--- src/rtl/alu_uart_host_if.sv ---
// FIFO-side bundle for the ALU UART host.
// The master pushes operands to TX and pops responses from RX.
interface alu_uart_host_if #(
  parameter int NB_DATA = 8
);
  logic               i_fifo_tx_full;
  logic               o_fifo_tx_write;
  logic [NB_DATA-1:0] o_data_to_write;
  logic               i_fifo_rx_empty;
  logic               o_fifo_rx_read;
  logic [NB_DATA-1:0] i_data_to_read;

  modport master (
    input  i_fifo_tx_full,
    output o_fifo_tx_write,
    output o_data_to_write,
    input  i_fifo_rx_empty,
    output o_fifo_rx_read,
    input  i_data_to_read
  );

  modport slave (
    output i_fifo_tx_full,
    input  o_fifo_tx_write,
    input  o_data_to_write,
    output i_fifo_rx_empty,
    input  o_fifo_rx_read,
    output i_data_to_read
  );
endinterface

--- src/rtl/alu_uart_host.sv ---
// ALU UART host: sends opcode, A, B over the TX FIFO
// and waits (with timeout) for one result byte on RX.
module alu_uart_host #(
  parameter int NB_DATA    = 8,
  parameter int NB_OPCODE  = 6,
  parameter int NB_TIMEOUT = 16,
  parameter int TIMEOUT    = 50000
) (
  input  logic                 i_clk,
  input  logic                 i_reset_n,
  input  logic                 i_start,
  input  logic [NB_OPCODE-1:0] i_opcode,
  input  logic [NB_DATA-1:0]   i_op_a,
  input  logic [NB_DATA-1:0]   i_op_b,
  output logic                 o_busy,
  output logic                 o_done,
  output logic                 o_timeout,
  output logic [NB_DATA-1:0]   o_result,
  alu_uart_host_if.master      fifo
);

  typedef enum logic [2:0] {
    IDLE,
    SEND_OP,
    SEND_A,
    SEND_B,
    WAIT_RESP,
    DONE
  } state_t;

  localparam logic [NB_TIMEOUT-1:0] TMO_LAST =
    NB_TIMEOUT'(TIMEOUT - 1);

  state_t                state_q, state_d;
  logic [NB_DATA-1:0]    op_q, op_d;
  logic [NB_DATA-1:0]    a_q, a_d;
  logic [NB_DATA-1:0]    b_q, b_d;
  logic [NB_DATA-1:0]    res_q, res_d;
  logic [NB_TIMEOUT-1:0] tmo_q, tmo_d;
  logic                  done_q, done_d;
  logic                  tmo_ev_q, tmo_ev_d;
  logic                  tx_wr, rx_rd;
  logic [NB_DATA-1:0]    wdata;

  // Next state, operand latching, timeout count and FIFO strobes
  always_comb begin
    state_d  = state_q;
    op_d     = op_q;
    a_d      = a_q;
    b_d      = b_q;
    res_d    = res_q;
    tmo_d    = tmo_q;
    tmo_ev_d = 1'b0;
    tx_wr    = 1'b0;
    rx_rd    = 1'b0;
    wdata    = '0;
    unique case (state_q)
      IDLE: begin
        rx_rd = ~fifo.i_fifo_rx_empty;
        if (i_start) begin
          op_d    = NB_DATA'(i_opcode);
          a_d     = i_op_a;
          b_d     = i_op_b;
          state_d = SEND_OP;
        end
      end
      SEND_OP: begin
        tx_wr = ~fifo.i_fifo_tx_full;
        wdata = op_q;
        if (tx_wr) state_d = SEND_A;
      end
      SEND_A: begin
        tx_wr = ~fifo.i_fifo_tx_full;
        wdata = a_q;
        if (tx_wr) state_d = SEND_B;
      end
      SEND_B: begin
        tx_wr = ~fifo.i_fifo_tx_full;
        wdata = b_q;
        if (tx_wr) begin
          state_d = WAIT_RESP;
          tmo_d   = '0;
        end
      end
      WAIT_RESP: begin
        rx_rd = ~fifo.i_fifo_rx_empty;
        if (rx_rd) begin
          res_d   = fifo.i_data_to_read;
          state_d = DONE;
        end else if (tmo_q == TMO_LAST) begin
          tmo_ev_d = 1'b1;
          state_d  = IDLE;
        end else begin
          tmo_d = tmo_q + NB_TIMEOUT'(1);
        end
      end
      DONE: state_d = IDLE;
      default: state_d = IDLE;
    endcase
    done_d = (state_d == DONE);
  end

  // State and datapath registers
  always_ff @(posedge i_clk or negedge i_reset_n) begin
    if (!i_reset_n) begin
      state_q  <= IDLE;
      op_q     <= '0;
      a_q      <= '0;
      b_q      <= '0;
      res_q    <= '0;
      tmo_q    <= '0;
      done_q   <= 1'b0;
      tmo_ev_q <= 1'b0;
    end else begin
      state_q  <= state_d;
      op_q     <= op_d;
      a_q      <= a_d;
      b_q      <= b_d;
      res_q    <= res_d;
      tmo_q    <= tmo_d;
      done_q   <= done_d;
      tmo_ev_q <= tmo_ev_d;
    end
  end

  assign o_busy    = (state_q != IDLE);
  assign o_done    = done_q;
  assign o_timeout = tmo_ev_q;
  assign o_result  = res_q;

  // Strobes are gated by reset so they drop with no clock edge
  assign fifo.o_fifo_tx_write = tx_wr & i_reset_n;
  assign fifo.o_fifo_rx_read  = rx_rd & i_reset_n;
  assign fifo.o_data_to_write = wdata;

endmodule

--- src/flat_wrapper.sv ---
// flat-port wrapper written by rule: the top's interface ports become plain ports
module alu_uart_host_flat 
#(
  parameter int NB_DATA    = 8,
  parameter int NB_OPCODE  = 6,
  parameter int NB_TIMEOUT = 16,
  parameter int TIMEOUT    = 50000
)
  (i_clk, i_reset_n, i_start, i_opcode, i_op_a, i_op_b, o_busy, o_done, o_timeout, o_result, fifo_i_fifo_tx_full, fifo_o_fifo_tx_write, fifo_o_data_to_write, fifo_i_fifo_rx_empty, fifo_o_fifo_rx_read, fifo_i_data_to_read);
  alu_uart_host_if #(.NB_DATA(NB_DATA)) fifo_i ();
  input  logic i_clk;
  input  logic i_reset_n;
  input  logic i_start;
  input  logic [NB_OPCODE-1:0] i_opcode;
  input  logic [NB_DATA-1:0] i_op_a;
  input  logic [NB_DATA-1:0] i_op_b;
  output logic o_busy;
  output logic o_done;
  output logic o_timeout;
  output logic [NB_DATA-1:0] o_result;
  input wire logic [$bits(fifo_i.i_fifo_tx_full)-1:0] fifo_i_fifo_tx_full;
  output wire logic [$bits(fifo_i.o_fifo_tx_write)-1:0] fifo_o_fifo_tx_write;
  output wire logic [$bits(fifo_i.o_data_to_write)-1:0] fifo_o_data_to_write;
  input wire logic [$bits(fifo_i.i_fifo_rx_empty)-1:0] fifo_i_fifo_rx_empty;
  output wire logic [$bits(fifo_i.o_fifo_rx_read)-1:0] fifo_o_fifo_rx_read;
  input wire logic [$bits(fifo_i.i_data_to_read)-1:0] fifo_i_data_to_read;
  assign fifo_i.i_fifo_tx_full = fifo_i_fifo_tx_full;
  assign fifo_o_fifo_tx_write = fifo_i.o_fifo_tx_write;
  assign fifo_o_data_to_write = fifo_i.o_data_to_write;
  assign fifo_i.i_fifo_rx_empty = fifo_i_fifo_rx_empty;
  assign fifo_o_fifo_rx_read = fifo_i.o_fifo_rx_read;
  assign fifo_i.i_data_to_read = fifo_i_data_to_read;
  alu_uart_host #(.NB_DATA(NB_DATA), .NB_OPCODE(NB_OPCODE), .NB_TIMEOUT(NB_TIMEOUT), .TIMEOUT(TIMEOUT)) u_core (.i_clk(i_clk), .i_reset_n(i_reset_n), .i_start(i_start), .i_opcode(i_opcode), .i_op_a(i_op_a), .i_op_b(i_op_b), .o_busy(o_busy), .o_done(o_done), .o_timeout(o_timeout), .o_result(o_result), .fifo(fifo_i));
endmodule
--- config.mk ---
export PLATFORM = sky130hd
export DESIGN_NAME = alu_uart_host_flat
export DESIGN_NICKNAME = d
export VERILOG_FILES = /design/src/rtl/alu_uart_host_if.sv /design/src/rtl/alu_uart_host.sv /design/src/flat_wrapper.sv
export SDC_FILE = /design/constraint.sdc
export NUM_CORES = 1
export LEC_CHECK = 0
export BUFFER_PORTS_ARGS = -buffer_cell sky130_fd_sc_hd__clkbuf_2
export CORE_MARGIN = 2
export CORE_UTILIZATION = 25
export CTS_BUF_LIST = sky130_fd_sc_hd__clkbuf_8
export DETAILED_ROUTE_END_ITERATION = 8
export GPL_TIMING_DRIVEN = 0
export HOLD_SLACK_MARGIN = 0.06
export SYNTH_ARGS = -nofsm -noshare
export SYNTH_HDL_FRONTEND = slang
export SYNTH_SLANG_ARGS = --single-unit
export TNS_END_PERCENT = 10
--- constraint.sdc ---
create_clock -name i_clk -period 5.6 [get_ports i_clk]
set_input_delay 0.28 -clock i_clk [delete_from_list [all_inputs] [get_ports i_clk]]
set_output_delay 0.28 -clock i_clk [all_outputs]
set_load 0.05 [all_outputs]
* After elaboration in Yosys (flattened, before gate mapping)
Index checks and enable logic that the tools add are counted.
Storage, ports and cells: flip-flop bits (word level) 51, input port bits 35, output and inout bits 21, word-level logic and storage cells 47
Cells by class: $add $sub $neg 1, eq/ne operators 9, mux-type cells 17, bitwise gates (word level) 4, reductions and logical operators 8
Operators with widths (count):
- $mux 16 | 3
- $pmux 16 s2 | 1
- $pmux 8 s3 | 1
- $mux 3 | 6
- $add 16x1->16 const B | 1
- $eq 16x16->1 const B | 1
- $pmux 3 s5 | 1
- $eq 3x2->1 const B | 2
- $eq 3x3->1 const B | 2
- $ne 2x2->1 const B | 3
- $mux 1 | 5
- $reduce_and 2->1 | 2
- $reduce_and 4->1 | 1
- $eq 3x1->1 const B | 1
- $logic_not 3->1 | 1
- $reduce_bool 3->1 | 1
- $reduce_or 3->1 | 1
- $and 1x1->1 | 2
- $not 1->1 | 2
- $reduce_bool 2->1 | 1
- $reduce_or 2->1 | 1

* Depth between registers and ports, before layout
word-level depth 5, gate-level depth with buffers 6

* Worst setup path before layout
No wires, ideal clock.
path type register to output, from reg u_core.state_q[0], to out fifo_o_fifo_rx_read, arrival 2397 ps, required time 5320 ps, slack 2923 ps, stages on the path, launching flop included 4, buffers on the path 2, cells stage by stage dfrtp_1 -> buf_4 -> clkbuf_1 -> nor4b_1
On the way: longest elaborated chain between the ends 4
Ends and longest elaborated chain:
- from (decl) | line alu_uart_host.sv:34 | state_t state_q, state_d;
- from (signal assigned) | line alu_uart_host.sv:115 | state_q <= state_d;
- $eq 3x3->1 / $logic_not 3->1 (equally long branches) | line alu_uart_host.sv:57 | unique case (state_q)
- $reduce_or 2->1 (no source line) *
- $mux 1 *
- $and 1x1->1 * | line alu_uart_host.sv:133 | assign fifo.o_fifo_rx_read = rx_rd & i_reset_n;
- to (decl) | line flat_wrapper.sv:25 | output wire logic [$bits(fifo_i.o_fifo_rx_read)-1:0] fifo_o_fifo_rx_read;
Every way passes the cells marked *; elsewhere a longest branch is shown, timed or not.

* Worst setup path in the final report
from reg u_core.state_q[1], to out fifo_o_data_to_write[0]
On the way: longest elaborated chain between the ends 2
Ends and longest elaborated chain:
- $eq 3x2->1 / $eq 3x1->1 (equally long branches) | line alu_uart_host.sv:57
- $pmux 8 s3 * | line alu_uart_host.sv:57
- to (decl) | line flat_wrapper.sv:23 | output wire logic [$bits(fifo_i.o_data_to_write)-1:0] fifo_o_data_to_write;
Marked as above.

==> results.ini <==
[floorplanning]
die_w_um = 103
dieHeight_um = 103
io-pin-count = 56
initial_utilization = 0.255
num_rows = 36
fp.dieArea_um2 = 10600
coreArea_um2 = 9640

[synth]
avgSynthCellArea_um2 = 11.8
synthesis.area_um2 = 2460
ys_ff_latch = 51
yosysWarnings = 0
synthCells = 209
async_reset_ff_frac = 1.00
ys.flop_type = dfrtp_1
ys_types = 36
ys_seq_area_frac = 0.519
synth-edff-count = 0
syn-num-nets = 245

[timing]
min_period_ns = 2.60
fin_crit_sh = 0.465
fin_setup_tns_ns = 0
finalSetupViolations = 0
hold_violations = 0
max_freq_mhz = 384
grt_setup_unrepaired = no
max_slew_margin = 0.290
skew_ns = 0.0106
tightest_slew_ns = 1.06
fin_ws_ns = 3.00
drv_slew = 0

[clock_tree]
path_clk_slew_ns = 0.10
postCtsSetupRepairBufs = 0
cts_buffers = 5
ctsResizeCount = 0
cts.htree.levels = 2
tritoncts = done
clock-root-buffer = clkbuf_8
clock-sinks = 51
clockBufferDepth = 2
clkLatencyLatePin_ns = 0.31

[setup_path]
criticalPathCategory = reg2out
slowest_stage = nor2b_1
arrival_ns = 2.32
critPathMaxStageDelay_ns = 0.50
crit_family = buffers and inverters
critPathMaxFanout = 10
required_ns = 5.32
path_buf_inv = 3
crit_path_end_kind = output port
cp-start-kind = register
worstPathCellList = buf_6 -> clkbuf_1 -> nor2b_1 -> a22oi_1 -> nor2_1 -> clkbuf_2

[global_routing]
grt.overflow.total = 0
antenna_found_initial = 0
grt_pass1_vias = 1707
grt_use_total = 0.104
grt_pass1_wl_um = 8640
grt_start_max_net_pins = 54

[detailed_routing]
drtIter0Drc = 68
num_vias = 1838
dr.pass1.iters = 4
drc = 0
ant_nets = 0
wl_per_cell_um = 13.1
via_per_inst = 4.52
wl_um = 5320

[run_status]
outcome = complete, no violations

[hold_path]
hold_class = in2reg

[placement]
dp_hpwl_um = 3880
dp_worst_setup_slack_ns = 3.23
io_buffers = 55
routabilityCongestion = 0.783

[finish]
antenna_cells = 0
layout-drive-gt1-share = 0.401
final_util = 0.318
syn_to_final_growth_pct = 24.7
final_nets = 309

[power_and_ir_drop]
peakVddDrop_uv = 318
p_leak_uw = 0.00137
powerDensity_nw_per_um2 = 541

[run]
max_cap_viol_count = 0

## where the power goes
group          internal [uW]  switching, uW  total [uW]
clock                    178            125         303
combinational            282            514         795
sequential               494           67.0         561
## area by class of cell
cell class	count	area, um2
inverter	1	3.75
clock inverter	3	67.6
sequential	51	1280
timing repair buffer	57	305
buffer	11	55.1
fill	999	6570
multi-input combinational	146	1120
clock buffer	5	68.8
tap	133	166
## sequential cells by signal, indices dropped and copies added, names as in the netlist
register / cells
u_core.o_result: 8
u_core.tmo_q: 16
u_core.op_q: 6
u_core.b_q: 8
u_core.o_timeout: 1
u_core.a_q: 8
u_core.o_done: 1
u_core.state_q: 3
## cells in the final DEF (no fill, tap or decap), types with 3 or more instances in the layout
cell | Yosys | routed
nor4b_1 | 4 | 4
clkbuf_1 | 7 | 7
mux2_2 | 36 | 36
o21ai_0 | 6 | 6
nor3_1 | 4 | 4
nand3_1 | 8 | 8
clkbuf_2 | 0 | 54
nand4_1 | 4 | 4
clkbuf_8 | 0 | 5
and4_1 | 3 | 3
or4_1 | 3 | 3
o211ai_1 | 5 | 5
a21oi_1 | 4 | 4
dfrtp_1 | 51 | 51
nand2_1 | 16 | 16
nor2_1 | 16 | 16
buf_2 | 2 | 3
o31ai_1 | 3 | 3
mux2i_1 | 6 | 6
xnor2_1 | 3 | 3
a22oi_1 | 6 | 6
## per-stage QoR
step	hold WS, ns	std cells	total power (uW)	cell area (um2)
5_1_grt	0.181	407	1760	3070
3_5_place_dp	0.485	397	1370	2900
6_report	0.192	407	1660	3070
2_1_floorplan	-0.0156	209	1190	2460
3_3_place_gp	0.485	397	1360	2900
4_1_cts	0.187	405	1680	3040
## kinds of logic after synthesis
logic type,Yosys count,synth area share
mux,42,0.189
compound gates,26,0.0702
xor+xnor,4,0.0142
fa+ha+maj,1,0.00509
flops,51,0.519
buf+inv,12,0.0239
simple gates,73,0.179
## per-layer routing
| layer | up-vias | track usage | wire, um |
|---|---|---|---|
| met4 | 0 | 0.0263 | 55 |
| met2 | 44 | 0.151 | 2410 |
| li1 | 898 | - | - |
| met5 | - | 0 | 0 |
| met3 | 10 | 0.0329 | 292 |
| met1 | 886 | 0.149 | 2560 |
## cell usage after synthesis, drive strengths merged, types with 5 or more instances
library cell	number	area share
a22oi	6	0.018
clkbuf	7	0.011
dfrtp	51	0.52
mux2	36	0.16
mux2i	6	0.024
nand2	16	0.024
nand3	8	0.016
nor2	16	0.024
o211ai	5	0.015
o21ai	6	0.012
## worst paths after layout
| kind | cells after the start | startpoint | endpoint | slack [ns] |
|---|---|---|---|---|
| worst max-delay path | 6 | u_core.state_q[1] | fifo_o_data_to_write[0] | 3.00 |
| worst min-delay path | 2 | i_opcode[4] | u_core.op_q[4] | 0.19 |
| worst max register to register | 5 | u_core.tmo_q[10] | u_core.state_q[2] | 3.64 |
| worst min register to register | 1 | u_core.tmo_q[9] | u_core.tmo_q[9] | 0.49 |
| max in group asynchronous | 3 | i_reset_n | u_core.o_result[1] | 4.57 |
| min in group asynchronous | 2 | i_reset_n | u_core.op_q[4] | 0.48 |
## what timing repair did
item / 4_1_cts / 5_1_grt
hold buffers: 0 / 1
endpoints found under the setup margin: 0 / 0
endpoints found under the hold margin: 0 / 20
(Power assumes the default switching activity.)
